### config.mk
export PLATFORM = sky130hd
export DESIGN_NAME = pps_discipline_monitor
export DESIGN_NICKNAME = d
export VERILOG_FILES = /design/src/rtl/pps_pkg.sv /design/src/rtl/pps_discipline_monitor_sync.sv /design/src/rtl/pps_discipline_monitor.sv
export SDC_FILE = /design/constraint.sdc
export NUM_CORES = 1
export LEC_CHECK = 0
export ABC_AREA = 1
export ABC_CLOCK_PERIOD_IN_PS = 5300
export BUFFER_PORTS_ARGS = -buffer_cell sky130_fd_sc_hd__buf_2
export CORE_ASPECT_RATIO = 0.8
export CORE_MARGIN = 5
export CORE_UTILIZATION = 50
export DETAILED_ROUTE_END_ITERATION = 7
export PLACE_DENSITY = 0.7
export SLEW_MARGIN = 10
export SYNTH_ARGS = -nofsm -noshare
export SYNTH_HDL_FRONTEND = slang
export SYNTH_SLANG_ARGS = --single-unit
export TNS_END_PERCENT = 5
### constraint.sdc
create_clock -name clk -period 5.3 [get_ports clk]
set_clock_uncertainty 0.15 [all_clocks]
set_input_delay 0.795 -clock clk [delete_from_list [all_inputs] [get_ports clk]]
set_output_delay 0.795 -clock clk [all_outputs]
set_load 0.02 [all_outputs]
### src/rtl/pps_pkg.sv
// Shared types, board defaults and helpers for the PPS discipline monitor.
// Defaults describe the 10 MHz board; simulation overrides them per instance.
package pps_pkg;

    typedef enum logic [1:0] {
        NO_PPS  = 2'd0,
        ACQUIRE = 2'd1,
        TRACK   = 2'd2,
        LOCKED  = 2'd3
    } pps_state_t;

    localparam int DEF_CLOCK_PER_SECOND = 10_000_000;
    localparam int DEF_CNT_W            = 32;
    localparam int DEF_SYNC_STAGES      = 2;
    localparam int DEF_TOL              = 100;
    localparam int DEF_LOCK_COUNT       = 4;

    // True when |e| <= tol; operands are widened so any CNT_W fits.
    function automatic logic within_tol(input longint e, input longint tol);
        longint mag;
        mag = (e < 0) ? -e : e;
        return (mag <= tol);
    endfunction

endpackage

### src/rtl/pps_discipline_monitor_sync.sv
// Metastability synchroniser for the asynchronous pps pin plus a rising-edge
// detector; pps_edge is a single-cycle pulse after the synchroniser.
module pps_sync_edge #(
    parameter int SYNC_STAGES = 2
) (
    input  logic clk,
    input  logic rst_n,
    input  logic pps,
    output logic pps_edge
);

    if (SYNC_STAGES < 2) begin : g_chk_stages
        $error("pps_sync_edge: SYNC_STAGES must be at least 2");
    end

    logic [SYNC_STAGES-1:0] sync_reg;
    logic                   prev_reg;

    always_ff @(posedge clk) begin
        if (!rst_n) begin
            sync_reg <= '0;
            prev_reg <= 1'b0;
        end else begin
            sync_reg <= {sync_reg[SYNC_STAGES-2:0], pps};
            prev_reg <= sync_reg[SYNC_STAGES-1];
        end
    end

    assign pps_edge = sync_reg[SYNC_STAGES-1] & ~prev_reg;

endmodule

### src/rtl/pps_discipline_monitor.sv
// Measures clk cycles between GPS 1PPS edges, reports signed frequency error
// once per accepted second and tracks lock / loss-of-PPS status.
module pps_discipline_monitor
    import pps_pkg::*;
#(
    parameter int CLOCK_PER_SECOND = DEF_CLOCK_PER_SECOND,
    parameter int CNT_W            = DEF_CNT_W,
    parameter int SYNC_STAGES      = DEF_SYNC_STAGES,
    parameter int TOL              = DEF_TOL,
    parameter int LOCK_COUNT       = DEF_LOCK_COUNT,
    parameter int TIMEOUT_CYCLES   = CLOCK_PER_SECOND + CLOCK_PER_SECOND / 4,
    parameter int MIN_CYCLES       = CLOCK_PER_SECOND - CLOCK_PER_SECOND / 8
) (
    input  logic                    clk,
    input  logic                    rst_n,
    input  logic                    pps,
    output logic [CNT_W-1:0]        period,
    output logic signed [CNT_W-1:0] err,
    output logic                    err_valid,
    output logic                    locked,
    output logic                    pps_missing,
    output logic [31:0]             sec_count
);

    if ((longint'(TIMEOUT_CYCLES) >= (longint'(1) << (CNT_W - 1))) ||
        (MIN_CYCLES >= CLOCK_PER_SECOND) ||
        (CLOCK_PER_SECOND >= TIMEOUT_CYCLES)) begin : g_chk_params
        $error("pps_discipline_monitor: inconsistent timing parameters");
    end

    localparam int GOOD_W = $clog2(LOCK_COUNT + 1);
    localparam logic [CNT_W-1:0]  TIMEOUT_C = CNT_W'(TIMEOUT_CYCLES);
    localparam logic [CNT_W-1:0]  MIN_C     = CNT_W'(MIN_CYCLES);
    localparam logic [CNT_W-1:0]  CPS_C     = CNT_W'(CLOCK_PER_SECOND);
    localparam logic [GOOD_W-1:0] LOCK_C    = GOOD_W'(LOCK_COUNT);

    logic pps_edge;

    pps_sync_edge #(
        .SYNC_STAGES(SYNC_STAGES)
    ) u_sync_edge (
        .clk     (clk),
        .rst_n   (rst_n),
        .pps     (pps),
        .pps_edge(pps_edge)
    );

    pps_state_t              state_reg, state_next;
    logic [CNT_W-1:0]        cnt_reg, cnt_next;
    logic [CNT_W-1:0]        period_reg, period_next;
    logic signed [CNT_W-1:0] err_reg, err_next;
    logic                    err_valid_reg, err_valid_next;
    logic                    locked_reg, locked_next;
    logic                    missing_reg, missing_next;
    logic [31:0]             sec_reg, sec_next;
    logic [GOOD_W-1:0]       good_reg, good_next;
    logic [GOOD_W-1:0]       good_upd;

    // The edge being evaluated closes a period of cnt+1 cycles.
    logic [CNT_W-1:0]        meas;
    logic signed [CNT_W-1:0] err_calc;
    logic                    meas_good;
    logic                    runt;
    logic                    timeout_hit;

    assign meas        = cnt_reg + CNT_W'(1);
    assign err_calc    = signed'(meas - CPS_C);
    assign meas_good   = within_tol(64'(err_calc), longint'(TOL));
    assign runt        = (meas < MIN_C);
    assign timeout_hit = (cnt_reg == TIMEOUT_C - CNT_W'(1));

    always_comb begin
        state_next     = state_reg;
        cnt_next       = (cnt_reg == TIMEOUT_C) ? cnt_reg : cnt_reg + CNT_W'(1);
        period_next    = period_reg;
        err_next       = err_reg;
        err_valid_next = 1'b0;
        locked_next    = locked_reg;
        missing_next   = missing_reg;
        sec_next       = sec_reg;
        good_next      = good_reg;
        good_upd       = meas_good ? good_reg + GOOD_W'(1) : '0;

        if (state_reg == NO_PPS) begin
            if (pps_edge) begin
                state_next   = ACQUIRE;
                cnt_next     = '0;
                missing_next = 1'b0;
            end
        end else if (pps_edge && !runt) begin
            cnt_next       = '0;
            period_next    = meas;
            err_next       = err_calc;
            err_valid_next = 1'b1;
            case (state_reg)
                ACQUIRE: begin
                    good_next  = meas_good ? GOOD_W'(1) : '0;
                    sec_next   = 32'd1;
                    state_next = TRACK;
                end
                TRACK: begin
                    good_next = good_upd;
                    sec_next  = sec_reg + 32'd1;
                    if (good_upd == LOCK_C) begin
                        state_next  = LOCKED;
                        locked_next = 1'b1;
                    end
                end
                default: begin
                    sec_next = sec_reg + 32'd1;
                    if (!meas_good) begin
                        good_next   = '0;
                        locked_next = 1'b0;
                        state_next  = TRACK;
                    end
                end
            endcase
        end else if (timeout_hit) begin
            // Edge-less for too long: period/err deliberately keep last values.
            state_next   = NO_PPS;
            missing_next = 1'b1;
            locked_next  = 1'b0;
            good_next    = '0;
        end
    end

    always_ff @(posedge clk) begin
        if (!rst_n) begin
            state_reg     <= NO_PPS;
            cnt_reg       <= '0;
            period_reg    <= '0;
            err_reg       <= '0;
            err_valid_reg <= 1'b0;
            locked_reg    <= 1'b0;
            missing_reg   <= 1'b1;
            sec_reg       <= '0;
            good_reg      <= '0;
        end else begin
            state_reg     <= state_next;
            cnt_reg       <= cnt_next;
            period_reg    <= period_next;
            err_reg       <= err_next;
            err_valid_reg <= err_valid_next;
            locked_reg    <= locked_next;
            missing_reg   <= missing_next;
            sec_reg       <= sec_next;
            good_reg      <= good_next;
        end
    end

    assign period      = period_reg;
    assign err         = err_reg;
    assign err_valid   = err_valid_reg;
    assign locked      = locked_reg;
    assign pps_missing = missing_reg;
    assign sec_count   = sec_reg;

endmodule

[Yosys cells after proc, flatten, opt, wreduce, memory -nomap -nowiden]
Index checks and enable logic that the tools add are counted.
Storage, ports and cells
  flip-flop bits (word level): 139
  output and inout bits: 99
Cells by class
  add/sub/neg operators: 5
  magnitude comparators: 3
  equality and inequality tests: 13
  mux-type cells: 29
  bitwise operators: 4
  reduce and logical (&&, ||, !) cells: 12
Operators with widths (count)
  32-bit 2-to-1 mux: 5
  32-bit by 1-bit adder with 32-bit output, second input constant: 2
  32-bit by 24-bit equality test with 1-bit output, second input constant: 2
  64-bit by 8-bit less-or-equal comparator with 1-bit output, second input constant: 1
  64-bit 2-to-1 mux: 1
  32-bit negator with 64-bit output: 1
  32-bit by 1-bit less-than comparator with 1-bit output, second input constant: 1
  32-bit by 24-bit less-than comparator with 1-bit output, second input constant: 1
  32-bit by 24-bit subtractor with 32-bit output, second input constant: 1
  2-bit 2-to-1 mux: 6
  3-bit 2-to-1 mux: 4
  1-bit 2-to-1 mux: 10
  2-bit != test, second input constant: 3
  3-bit one-hot mux with 2 select lines: 1
  3-bit AND reduction: 2
  5-bit by 3-bit != test with 1-bit output, second input constant: 1
  5-bit AND reduction: 1
  4-bit by 2-bit != test with 1-bit output, second input constant: 1
  4-bit != test, second input constant: 1
  2-bit one-hot mux with 2 select lines: 1
  4-bit AND reduction: 1
  2-bit nonzero test: 2
  3-bit by 1-bit adder with 3-bit output, second input constant: 1
  3-bit equality test, second input constant: 1
  other kinds (13): 15

[Logic depth before layout (Yosys ltp)]
  word-level depth: 11
  gate-level depth with buffers: 35

[Hierarchy]
From an unflattened synthesis, not the netlist that was laid out.
Second synthesis, totals
  cells, all modules: 1488
  area total of the unflattened synthesis: 9125.0 µm²
Modules (own cells, without submodules)
  pps_discipline_monitor: instances 1, cells an instance 1477, area each 9032.4 µm², sequential area each 2582.5 µm²
  pps_sync_edge: instances 1, cells an instance 11, area each 92.6 µm², sequential area each 60.1 µm²

[Worst setup path after synthesis]
OpenSTA, ideal clock, no wires.
  path kind: register to register
  from: register cnt_reg[1]
  to: register state_reg[0]
  arrival time: 3.444 ns
  required time: 5.035 ns
  slack: 1.591 ns
  stages on the path, launching flop included: 27
  period minus slack after synthesis: 3.709 ns
  cells stage by stage: dfxtp_1 > ha_1 > nand2_2 > nor2_8 > nand2_2 > nand2_1 > nand2_2 > ha_1 > inv_1 > nand3_1 > nor2_1 > xor2_2 > nand3_1 > nor2_1 > nand3_2 > o21ai_1 > nand2_1 > nand2_1 > nand3_1 > nor2_1 > nand3_1 > nor2_4 > nand3_2 > nand2_2 > nand2_2 > a21oi_1 > nor2_1
Between the ends
  cells in the longest elaborated chain, start to end: 9
  elaborated cells between the ends (all ways): 18
  classes of those cells: 3 x add/sub; 3 x order compare; 4 x eq/ne; 4 x mux; 4 x reduce/logical
Ends and longest elaborated chain
  start: declaration: line pps_discipline_monitor.sv:49  | logic [CNT_W-1:0] cnt_reg, cnt_next;
  start signal: assignment: line pps_discipline_monitor.sv:140  | cnt_reg <= cnt_next;
  32-bit by 1-bit adder with 32-bit output: line pps_discipline_monitor.sv:66  | assign meas = cnt_reg + CNT_W'(1);
  32-bit by 24-bit subtractor with 32-bit output: line pps_discipline_monitor.sv:67  | assign err_calc = signed'(meas - CPS_C);
  32-bit negator with 64-bit output / 32-bit by 1-bit less-than comparator with 1-bit output (equally long branches): line pps_pkg.sv:21  | mag = (e < 0) ? -e : e;
  64-bit 2-to-1 mux: line pps_pkg.sv:21
  64-bit by 8-bit less-or-equal comparator with 1-bit output: line pps_pkg.sv:22  | return (mag <= tol);
  3-bit 2-to-1 mux: line pps_discipline_monitor.sv:82  | good_upd = meas_good ? good_reg + GOOD_W'(1) : '0;
  3-bit equality test: line pps_discipline_monitor.sv:104  | if (good_upd == LOCK_C) begin
  4-bit != test (no source line)
  4-bit AND reduction (no source line)
  end signal: assignment: line pps_discipline_monitor.sv:139  | state_reg <= state_next;
  end: declaration: line pps_discipline_monitor.sv:48  | pps_state_t state_reg, state_next;
Parallel ways exist; a longest one is shown, timed or not.
A chain may end at the register's enable or synchronous reset.

[Worst setup path in the final report]
  from: register cnt_reg[1]
  to: register state_reg[1]
The elaborated chain is that of the path after synthesis.

==> flow_summary.toml <==
[detailed_routing]
vias = 8874
route.detailed.drc = 0
wl_per_cell_um = 15.7
totalWireLength_mm = 26.2
firstDrtPassIters = 8
drt-vias-per-instance = 5.30
ant_nets = 0
drt-initial-drc-count = 1006

[power_and_ir_drop]
switching_share = 0.235
seqPwrFrac = 0.441
leakagePower_nw = 4.51
powerDensity_nw_per_um2 = 237
p_sw_mw = 0.533
ir_drop_v = 0.000205
clkPwrFrac = 0.532
internal_power_mw = 1.74
combPwrFrac = 0.027

[synthesis]
synthCells = 1351
netlist_top_cells_area = "dfxtp_1 32%, nand2_1 17%, nor2_1 8.0%, nand3_1 6.7%, inv_1 5.8%"
netlist-cell-type-count = 42
synth.largest_area_cell = "dfxtp_1"
synth_nets = 1365
syn-cell-area_um2 = 8350
async_flop_share = 0
ys.flop_type = "dfxtp_1"
synth-seq-cells = 132
synth_warnings = 0
syn_avg_cell_area_um2 = 6.18
synth_edf_count = 0
synth_seq_area_share = 0.316
yosys.area.top_type_share = 0.316

[cells_and_area]
final_cell_mix = "384 x nand2_1, 178 x nor2_1, 132 x dfxtp_1"
drive_gt1_frac = 0.164
final.fill_count = 1641
syn2layout_area_growth_pct = 14.8
mostFrequentLayoutCell = "nand2_1"
fin_util = 0.583
num-nets-final = 1454
antennaDiodeCount = 0

[timing]
fmax_mhz = 209
period_share = 0.901
fin_hold_ws_ns = 0.272
finalCriticalPeriod_ns = 4.77
maxSlewViolCount = 0
setup_viol = 0
max_slew_margin = 0.406
rsz0062_at_grt = "no"
hold_viol_final = 0
fin_tns_setup_ns = 0
tightest_slew_ns = 0.891

[setup_path]
crit_family = "simple AND/OR/NAND/NOR gates"
crit_slowest_cell = "dfxtp_1"
critical_path_arrival_ns = 4.99
cp_max_fo = 9
r2r_setup_slack_ns = 0.53
r2r_start = "cnt_reg[1]"
startpoint = "cnt_reg[1]"
required_ns = 5.52
path_class = "reg -> reg"
cpMostUsedCell = "nand3_1"
cp-end-kind = "flop"
cpPeakStageDelay_ns = 0.44
start_kind = "flop"
path_buf_inv = 2

[place]
io_buffers = 101
gp_congestion = 0.955
hpwl_mm = 20.1

[clock_network]
root_buffer = "clkbuf_16"
post_cts_resized = 0
cts_tree = "done"
ctsHoldBuffers = 0
clk_latency_ns = 0.43
cts_setup_buffers = 0
clock_path_buffers = 2
cts.htree.levels = 4
cts_buffers = 17
path_clk_slew_ns = 0.06
clock-sinks = 132

[die]
fp.dieW_um = 154
start_util = 0.508
dieHeight_um = 126
core_um2 = 16400
num_rows = 42
die_area_um2 = 19400
ios = 102

[flow_run]
cap_viol_max_count = 0

[global_route]
antenna_found_initial = 0
grt_pass1_vias = 7828
grt_start_max_net_pins = 98
grt_first_pass_wirelength_mm = 42.2
gr-usage-all-layers = 0.268
overflow = 0

[outcome]
status = "completed"

[worst_hold_path]
hp-class = "reg -> reg"
worstHoldStart = "u_sync_edge.sync_reg[0]"
==> power by group through the flow <==
stage | clock network [mW] | logic, mW | registers (mW)
floorplan | 0 | 0.0427 | 1.02
global placement | 0 | 0.0598 | 1.02
detailed placement | 0 | 0.0599 | 1.02
CTS | 1.22 | 0.0608 | 1.00
global route | 1.27 | 0.0691 | 1.00
finish | 1.21 | 0.0613 | 1.00
==> per-stage QoR <==
stage | worst slack, ns | instances | power, mW | instance area [µm²]
2_1_floorplan | 1.59 | 1351 | 1.07 | 8350
3_3_place_gp | 0.814 | 1641 | 1.08 | 8990
3_5_place_dp | 0.659 | 1641 | 1.08 | 8990
4_1_cts | 0.630 | 1673 | 2.28 | 9590
5_1_grt | 0.129 | 1673 | 2.34 | 9590
6_report | 0.525 | 1673 | 2.27 | 9590
==> cell usage after synthesis, types with 5 or more instances <==
library cell	number
nor2_1	178
nand2_2	36
dfxtp_1	132
nor2_2	13
xor2_1	14
nand4_1	24
inv_1	128
clkbuf_1	23
a211oi_1	5
nor3_1	38
nand3_2	8
a21oi_1	85
nand3_1	111
nor2_4	10
buf_4	9
o21ai_1	11
nand3b_1	6
nand2_1	384
ha_1	11
o21ai_0	62
inv_2	22
==> path summary, 6_finish.rpt <==
path	to	depth (start not counted)
max reg2reg	state_reg[1]	29
min	u_sync_edge.sync_reg[1]	2
min reg2reg	u_sync_edge.sync_reg[1]	2
max	state_reg[1]	29
==> logic make-up (layout without fill, tap and decap cells) <==
family	after synthesis	in the layout	share of synthesized area
AND/OR/NAND/NOR	830	830	0.450
buffers and inverters	188	290	0.0896
AO/OA/AOI/OAI	174	174	0.110
flip-flops	132	132	0.316
XOR/XNOR	16	16	0.0177
adder cells (fa/ha/maj)	11	11	0.0165
==> layer usage <==
layer / GRT usage / share of wire
met2: 0.376 / 0.40
met4: 0.0467 / 0.0089
met5: 0 / 0
met3: 0.0663 / 0.083
met1: 0.416 / 0.51
==> cell type report <==
cell class,instances,area [µm²],area share
multi-input combinational,1031,4960,0.517
sequential,132,2640,0.276
inverter,153,574,0.0599
timing repair buffer,105,536,0.0558
clock buffer,19,453,0.0472
tap,220,275,0.0287
clock inverter,13,149,0.0155
==> tightest hold or removal path, delay by kind of cell (launching register included) <==
| family | cells | cell delay [ns] |
|---|---|---|
| buffers and inverters | 1 | 0.04 |
| DFF | 1 | 0.31 |
| and+or+nand+nor | 1 | 0.05 |
Power figures use the tool's default switching activity.
